[config.mk]
export PLATFORM = sky130hd
export DESIGN_NAME = eq_mac_sched
export DESIGN_NICKNAME = d
export VERILOG_FILES = /design/src/rtl/eq_mac_sched.sv
export SDC_FILE = /design/constraint.sdc
export NUM_CORES = 1
export LEC_CHECK = 0
export CORE_MARGIN = 2
export CORE_UTILIZATION = 50
export DETAILED_ROUTE_END_ITERATION = 10
export PLACE_DENSITY = 0.79
export SETUP_SLACK_MARGIN = 0.3
export SKIP_CTS_REPAIR_TIMING = 1
export SLEW_MARGIN = 40
export SYNTH_ARGS = -nofsm -noshare
export SYNTH_HDL_FRONTEND = slang
export SYNTH_SLANG_ARGS = --single-unit
export TNS_END_PERCENT = 30
[constraint.sdc]
create_clock -name clk -period 2 [get_ports clk]
set_clock_uncertainty 0.1 [all_clocks]
set_input_delay 0.6 -clock clk [delete_from_list [all_inputs] [get_ports clk]]
set_output_delay 0.6 -clock clk [all_outputs]
set_load 0.05 [all_outputs]
[src/rtl/eq_mac_sched.sv]
// eq_mac_sched: tap/band sequencer for one shared left/right MAC pair.
//
// Walks the five band filters in the order LP, B1, B2, B3, HP, issuing one
// tap per cycle with no bubbles. It then delays the issue-stage flags by
// MAC_LAT cycles, so that the accumulate controls line up with the MAC
// output stage.
//
// Ports
//   clk, rst    : rising-edge clock; synchronous active-high reset
//   start       : one-cycle pulse, a new sample pair is in the queues
//   seq_en      : queues full and valid; its fall cancels a run
//   smpl_addr   : queue read index (tap) of the issued tap
//   coeff_addr  : coefficient ROM address, band*TAPS + tap
//   band        : band being issued (0=LP .. 4=HP)
//   hf_sel      : issued tap reads the high-frequency queue (band >= 3)
//   tap_vld     : issue strobe; the four issue fields are zero while it is low
//   acc_en      : MAC accumulate enable (MAC output stage)
//   acc_clr     : load instead of add (first tap of a band)
//   res_wr      : capture the accumulator into the result register of res_band
//   res_band    : band index qualifying res_wr
//   busy        : FSM not idle
//   done        : one-cycle pulse after the fifth band result is written
//   abort       : one-cycle pulse when seq_en drops during a run
//   overrun     : sticky, a start arrived while busy and was dropped
//
// Handshake: start is accepted only in IDLE with seq_en high. A start seen
// while busy is dropped and recorded in overrun.
module eq_mac_sched #(
   parameter int TAPS    = 1021,
   parameter int MAC_LAT = 2
) (
   input  logic        clk,
   input  logic        rst,
   input  logic        start,
   input  logic        seq_en,
   output logic [9:0]  smpl_addr,
   output logic [12:0] coeff_addr,
   output logic [2:0]  band,
   output logic        hf_sel,
   output logic        tap_vld,
   output logic        acc_en,
   output logic        acc_clr,
   output logic        res_wr,
   output logic [2:0]  res_band,
   output logic        busy,
   output logic        done,
   output logic        abort,
   output logic        overrun
);

   localparam logic [1:0] S_IDLE  = 2'd0;
   localparam logic [1:0] S_RUN   = 2'd1;
   localparam logic [1:0] S_DRAIN = 2'd2;
   localparam logic [1:0] S_DONE  = 2'd3;

   localparam logic [9:0] TAP_LAST   = 10'(TAPS - 1);
   localparam logic [2:0] BAND_LAST  = 3'd4;
   localparam logic [2:0] DRAIN_LAST = 3'(MAC_LAT);

   logic [1:0]  state;
   logic [9:0]  tap_idx;
   logic [2:0]  band_idx;
   logic [12:0] coeff_base;
   logic [2:0]  drain_cnt;

   logic [MAC_LAT-1:0] p_vld;
   logic [MAC_LAT-1:0] p_first;
   logic [MAC_LAT-1:0] p_last;
   logic [2:0]         p_band [MAC_LAT];

   logic issue;
   logic issue_first;
   logic issue_last;
   logic flush;

   assign issue       = (state == S_RUN);
   assign issue_first = (tap_idx == 10'd0);
   assign issue_last  = (tap_idx == TAP_LAST);
   // Losing seq_en mid-run cancels everything still in flight.
   assign flush       = ((state == S_RUN) || (state == S_DRAIN)) && !seq_en;

   // Issue-stage outputs are forced to zero outside RUN.
   assign tap_vld    = issue;
   assign smpl_addr  = issue ? tap_idx : 10'd0;
   assign coeff_addr = issue ? coeff_base : 13'd0;
   assign band       = issue ? band_idx : 3'd0;
   assign hf_sel     = issue && (band_idx >= 3'd3);
   assign busy       = (state != S_IDLE);
   assign done       = (state == S_DONE);
   assign acc_en     = p_vld[MAC_LAT-1];
   assign acc_clr    = p_vld[MAC_LAT-1] & p_first[MAC_LAT-1];

   always_ff @(posedge clk) begin
      if (rst) begin
         state      <= S_IDLE;
         tap_idx    <= 10'd0;
         band_idx   <= 3'd0;
         coeff_base <= 13'd0;
         drain_cnt  <= 3'd0;
         abort      <= 1'b0;
         overrun    <= 1'b0;
      end else begin
         abort <= 1'b0;
         if (start && busy) overrun <= 1'b1;
         case (state)
            S_IDLE: begin
               if (start && seq_en) begin
                  state      <= S_RUN;
                  tap_idx    <= 10'd0;
                  band_idx   <= 3'd0;
                  coeff_base <= 13'd0;
               end
            end
            S_RUN: begin
               if (!seq_en) begin
                  state <= S_IDLE;
                  abort <= 1'b1;
               end else begin
                  // Bands are laid out back to back in the ROM, so the address
                  // band*TAPS + tap is a plain running count.
                  coeff_base <= coeff_base + 13'd1;
                  if (issue_last) begin
                     tap_idx  <= 10'd0;
                     band_idx <= band_idx + 3'd1;
                     if (band_idx == BAND_LAST) begin
                        state     <= S_DRAIN;
                        drain_cnt <= 3'd0;
                     end
                  end else begin
                     tap_idx <= tap_idx + 10'd1;
                  end
               end
            end
            S_DRAIN: begin
               if (!seq_en) begin
                  state <= S_IDLE;
                  abort <= 1'b1;
               end else if (drain_cnt == DRAIN_LAST) begin
                  state <= S_DONE;
               end else begin
                  drain_cnt <= drain_cnt + 3'd1;
               end
            end
            S_DONE:  state <= S_IDLE;
            default: state <= S_IDLE;
         endcase
      end
   end

   // MAC_LAT-deep flag pipeline. Stage MAC_LAT-1 is the MAC output stage.
   always_ff @(posedge clk) begin
      if (rst || flush) begin
         p_vld    <= '0;
         p_first  <= '0;
         p_last   <= '0;
         for (int i = 0; i < MAC_LAT; i++) p_band[i] <= 3'd0;
         res_wr   <= 1'b0;
         res_band <= 3'd0;
      end else begin
         p_vld[0]   <= issue;
         p_first[0] <= issue & issue_first;
         p_last[0]  <= issue & issue_last;
         p_band[0]  <= issue ? band_idx : 3'd0;
         for (int i = 1; i < MAC_LAT; i++) begin
            p_vld[i]   <= p_vld[i-1];
            p_first[i] <= p_first[i-1];
            p_last[i]  <= p_last[i-1];
            p_band[i]  <= p_band[i-1];
         end
         // The result is captured one cycle after the last tap has been added.
         res_wr   <= p_vld[MAC_LAT-1] & p_last[MAC_LAT-1];
         res_band <= (p_vld[MAC_LAT-1] & p_last[MAC_LAT-1]) ? p_band[MAC_LAT-1] : 3'd0;
      end
   end

endmodule

Word level (Yosys, flattened, before mapping)
Memory sizes are Yosys's and may differ from the RTL's. A register that Yosys moved wholly into a read port is not among the register bits.
Index checks and enable logic that the tools add are counted.
Operators by class
  bitwise gates (word level): 8
  equal/unequal tests: 15
  add/sub/neg operators: 4
  muxes and demuxes: 33
  reduce and logical (&&, ||, !) cells: 19
  magnitude comparators: 1
Operators with widths (count)
  10-bit 2-to-1 mux: 4
  13-bit 2-to-1 mux: 3
  3-bit 2-to-1 mux: 11
  13-bit one-hot mux with 2 select lines: 1
  10-bit one-hot mux with 2 select lines: 1
  13-bit by 1-bit adder with 13-bit output, second input constant: 1
  2-bit 2-to-1 mux: 6
  3-bit one-hot mux with 2 select lines: 2
  10-bit by 1-bit adder with 10-bit output, second input constant: 1
  10-bit equality test, second input constant: 1
  10-bit zero test: 1
  3-bit by 2-bit inequality test with 1-bit output, second input constant: 3
  2-bit inequality test, second input constant: 4
  2-bit one-hot mux with 4 select lines: 1
  4-bit AND reduction: 2
  3-bit by 1-bit adder with 3-bit output, second input constant: 2
  6-bit AND reduction: 1
  2-bit nonzero test: 3
  2-bit OR reduction: 3
  1-bit bitwise AND: 4
  2-bit equality test, second input constant: 2
  1-bit logical AND: 4
  1-bit 2-to-1 mux: 4
  2-bit by 1-bit inequality test with 1-bit output, second input constant: 2
  10 further kinds: 13
Word-level totals
  output and inout bits: 38
  register bits after elaboration: 40
  bits in writable memories: 6
  memories kept: 1
  logic and storage cells: 92
  input port bits: 4
Memory list
  p_band: depth 2, width 3, read ports 2, clocked after memory_dff 1, write ports 2, RTL line 69  | logic [2:0] p_band [MAC_LAT];

Logic depth before layout (Yosys ltp)
  depth after elaboration: 7
  gate-level depth with buffers: 7
  gate-level depth less buffers: 6

Worst setup path after synthesis
Ideal clock, no wire load.
  path kind: register -> output
  from: register state[1]
  to: output hf_sel
  setup slack: -704 ps
  arrival time: 2004 ps
  data required time: 1300 ps
  cell stages (with the launch flop): 5
  buffers on the path: 0
  path through: dfxtp_1 inv_1 ha_1 clkinv_1 nor2_1
Between the ends
  word-level cells in the longest chain between the ends: 2
RTL lines
  from (decl): RTL line 60  | logic [1:0] state;
  from (signal assigned): RTL line 95  | state <= S_IDLE;
  from (signal assigned): RTL line 108  | state <= S_RUN;
  from (signal assigned): RTL line 116  | state <= S_IDLE;
  2-bit by 1-bit equality test with 1-bit output: RTL line 76  | assign issue = (state == S_RUN);
  via tap_vld: RTL line 40  | output logic tap_vld,
  1-bit logical AND: RTL line 87  | assign hf_sel = issue && (band_idx >= 3'd3);
  to (decl): RTL line 39  | output logic hf_sel,
The timed path passes the listed nets, and every way through them passes these cells.

Worst setup path in the final report
  from: register band_idx[1]
  to: output hf_sel
Between the ends
  word-level cells in the longest chain between the ends: 2
RTL lines
  from (decl): RTL line 62  | logic [2:0] band_idx;
  from (signal assigned): RTL line 124  | band_idx <= band_idx + 3'd1;
  3-bit by 2-bit greater-or-equal comparator with 1-bit output: RTL line 87
  1-bit logical AND: RTL line 87
No other way between the ends.

==> impl_results.md <==
* Status: finished, violations left
* Violated checks: negative setup slack
* Syn avg cell area at 8.73 µm²
* Synth Instances at 268
* Most frequent cell after synthesis: dfxtp_1
* Filler cells at 254
* Top-area cell type share of the netlist area at 0.419
* Area contributors post-synth: dfxtp_1 42%, and2_1 8.8%, ha_1 6.4%, nor2_1 5.5%, xnor2_1 3.0%
* I/O pin cnt at 42
* RSZ-0062 raised after global routing: true
* Synth cell types at 47
* Initial antenna violation count at 0
* Clk Latency, worst-skew pair at 0.31 ns
* Mapped Nets at 284
* Largest area contributor in the netlist: dfxtp_1
* Final setup vio count at 27
* Root buffer cell: clkbuf_8
* Area growth syn-to-layout at 54.7%
* Critical path's largest stage delay at 0.38 ns
* Power per cell area at 583 nW/µm²
* Critical Path RT at 1.30 ns
* Area of the multi-input gates at 1430 µm²
* Critical Path AT at 1.41 ns
* Clock power frac at 0.295
* Gr ovfl total at 0
* Row count at 24
* Chip Height at 72.4 µm
* Final Cycle Share at 1.06
* Cts bufs inserted at 5
* Final max-slew violation count at 0
* MaxCap Viol Count at 0
* Vias in the first global route at 1990
* Vias at 2156
* Largest net degree at the start of global routing at 18
* Lkg Pwr at 1.43 nW
* Most instantiated cells after synthesis: 49 x dfxtp_1, 34 x nor2_1, 33 x and2_1
* CTS H-tree lvls at 2
* Reg2reg setup slack at -0.02 ns
* Worst rel slew slack at 0.698
* CP max stage cell: dfxtp_4
* Routed wire length at 5.80 mm
* Die W at 72.4 µm
* Post-detail-place hpwl at 4.03 mm
* DRT antenna net count at 0
* Setup TNS at -2.08 ns
* CTS Buffer Depth at 2
* Diode count at 0
* I/O Buffers at 41
* Sequential share of the synthesized area at 0.419
* Fmax at 0.474 GHz
* Synthesis-stage register bit count at 49
* Worst ir drop on vdd at 0.449 mV
* Switch share at 0.310
* CTS tree: yes
* Sw Pwr at 0.653 mW
* Crit path top cell by count: ha_4
* Clock slew at reported path FFs at 0.10 ns
* Share of layout cells above drive strength 1 at 0.389
* Minimum clock period at 2.11 ns
* Ys flop type: dfxtp_1
* Final Hold Fails at 0
* Sequential fraction of design power at 0.478
* CP Max Fanout at 3
* Vias per Instance at 5.54
* CP endpoint kind: primary output
* First-pass GRT wire length at 9.27 mm
* Pint at 1.46 mW
* Min-Delay Path Class: flip-flop to flip-flop
* Comb power frac at 0.227
* Total track usage at 0.225
* Fin worst setup slack at -0.111 ns
* DR WL/cell at 14.9 µm
* Post-detailed-route DRC marker count at 0
* Crit Path Class: flip-flop to primary output
* CP Cell Sequence: ha_4, ha_4, a211oi_4, nor2_4, buf_12
* Worst-margin pin slew at 0.444 ns
* CP Launch Type: flip-flop
* Post-DP Area at 3350 µm²
* Post-synth EDFFs at 0
* Full die area at 5240 µm²
* Starting Density at 0.526
* Initial drt markers at 121
* Core area at 4440 µm²
* Sink Count at 49
* Pre-Repair DR Iteration Count at 4
* Final Cell Area at 3620 µm²
* RD Place Congestion at 0.847
* Fin nets at 352
* Async SR Flop Fraction at 0
* Yosys warns at 0
* DP Worst Slack at -0.301 ns
* Reg area at 992 µm²
* Synthesized area at 2340 µm²
* Core Util, Final at 0.814
[cell usage in the layout, fill, tap and decap left out, types with 4 or more instances in the layout]
master	netlist	final
nand3_1	11	10
and3_1	4	4
or3_1	5	5
ha_1	12	8
buf_12	0	32
a21oi_1	8	7
buf_4	1	34
xnor2_1	8	8
xor2_1	8	8
dfxtp_1	49	44
nor2_1	34	28
nand2_1	12	12
inv_1	15	11
and2_1	33	10
nand4_1	9	9
clkbuf_8	0	5
and2_4	0	22
nor2_4	0	6
[routing by layer]
metal / track usage / vias to the layer above / part of all wire
met5: 0 / - / 0
met4: 0.0988 / 0 / 0.031
met3: 0.0625 / 16 / 0.044
met2: 0.364 / 75 / 0.51
met1: 0.281 / 1010 / 0.42
li1: - / 1055 / -
[registers in the layout, indices dropped and copies added (netlist names)]
register / flops
tap_idx: 10
band_idx: 3
res_wr: 1
p_vld: 2
state: 2
abort: 1
overrun: 1
p_band: 6
coeff_base: 13
res_band: 3
p_first: 2
drain_cnt: 3
p_last: 2
[final cells by class]
cell class	count	share of cell area
clock inverters	3	0.00692
repair buffers	72	0.266
inverters	16	0.0204
flip-flops and latches	49	0.274
multi-input cells	192	0.395
well taps	52	0.0180
clock buffers	5	0.0190
[kinds of logic after synthesis]
family | synth area share
multiplexers | 0.0193
adder cells (fa/ha/maj) | 0.0642
flip-flops | 0.419
buffers and inverters | 0.0471
AND/OR/NAND/NOR | 0.297
AO/OA/AOI/OAI | 0.0931
XOR/XNOR | 0.0599
[worst max-delay path: cells and delay by family, from the launching register on]
kind                       cells  cell delay [ns]
and+or+nand+nor                1             0.06
adders and majority gates      2             0.31
AOI/OAI and AO/OA              1             0.20
DFF                            1             0.38
buffers and inverters          1             0.15
[path summary, 6_finish.rpt]
| check | start | end | cells past startpoint |
|---|---|---|---|
| max | band_idx[1]$_SDFFE_PP0P_ | hf_sel | 5 |
| min | p_first[0]$_SDFF_PP0_ | p_first[1]$_SDFF_PP0_ | 1 |
| max reg2reg | state[1]$_SDFFE_PP0P_ | band_idx[1]$_SDFFE_PP0P_ | 10 |
| min reg2reg | p_first[0]$_SDFF_PP0_ | p_first[1]$_SDFF_PP0_ | 1 |
[power by group through the flow]
stage	clock [mW]	sequential, mW	combinational (mW)
3_5_place_dp	0	1.03	0.406
6_report	0.622	1.01	0.479
3_3_place_gp	0	1.03	0.400
2_1_floorplan	0	1.05	0.257
5_1_grt	0.680	1.01	0.511
4_1_cts	0.631	1.01	0.410
[metrics by stage]
step,cells,total power [mW],hold WS (ns)
2_1_floorplan,268,1.30,0.306
3_3_place_gp,374,1.43,0.307
3_5_place_dp,374,1.44,0.311
4_1_cts,382,2.05,0.334
5_1_grt,389,2.20,0.349
6_report,389,2.11,0.335
No activity file was read; power rests on OpenSTA's default activity.
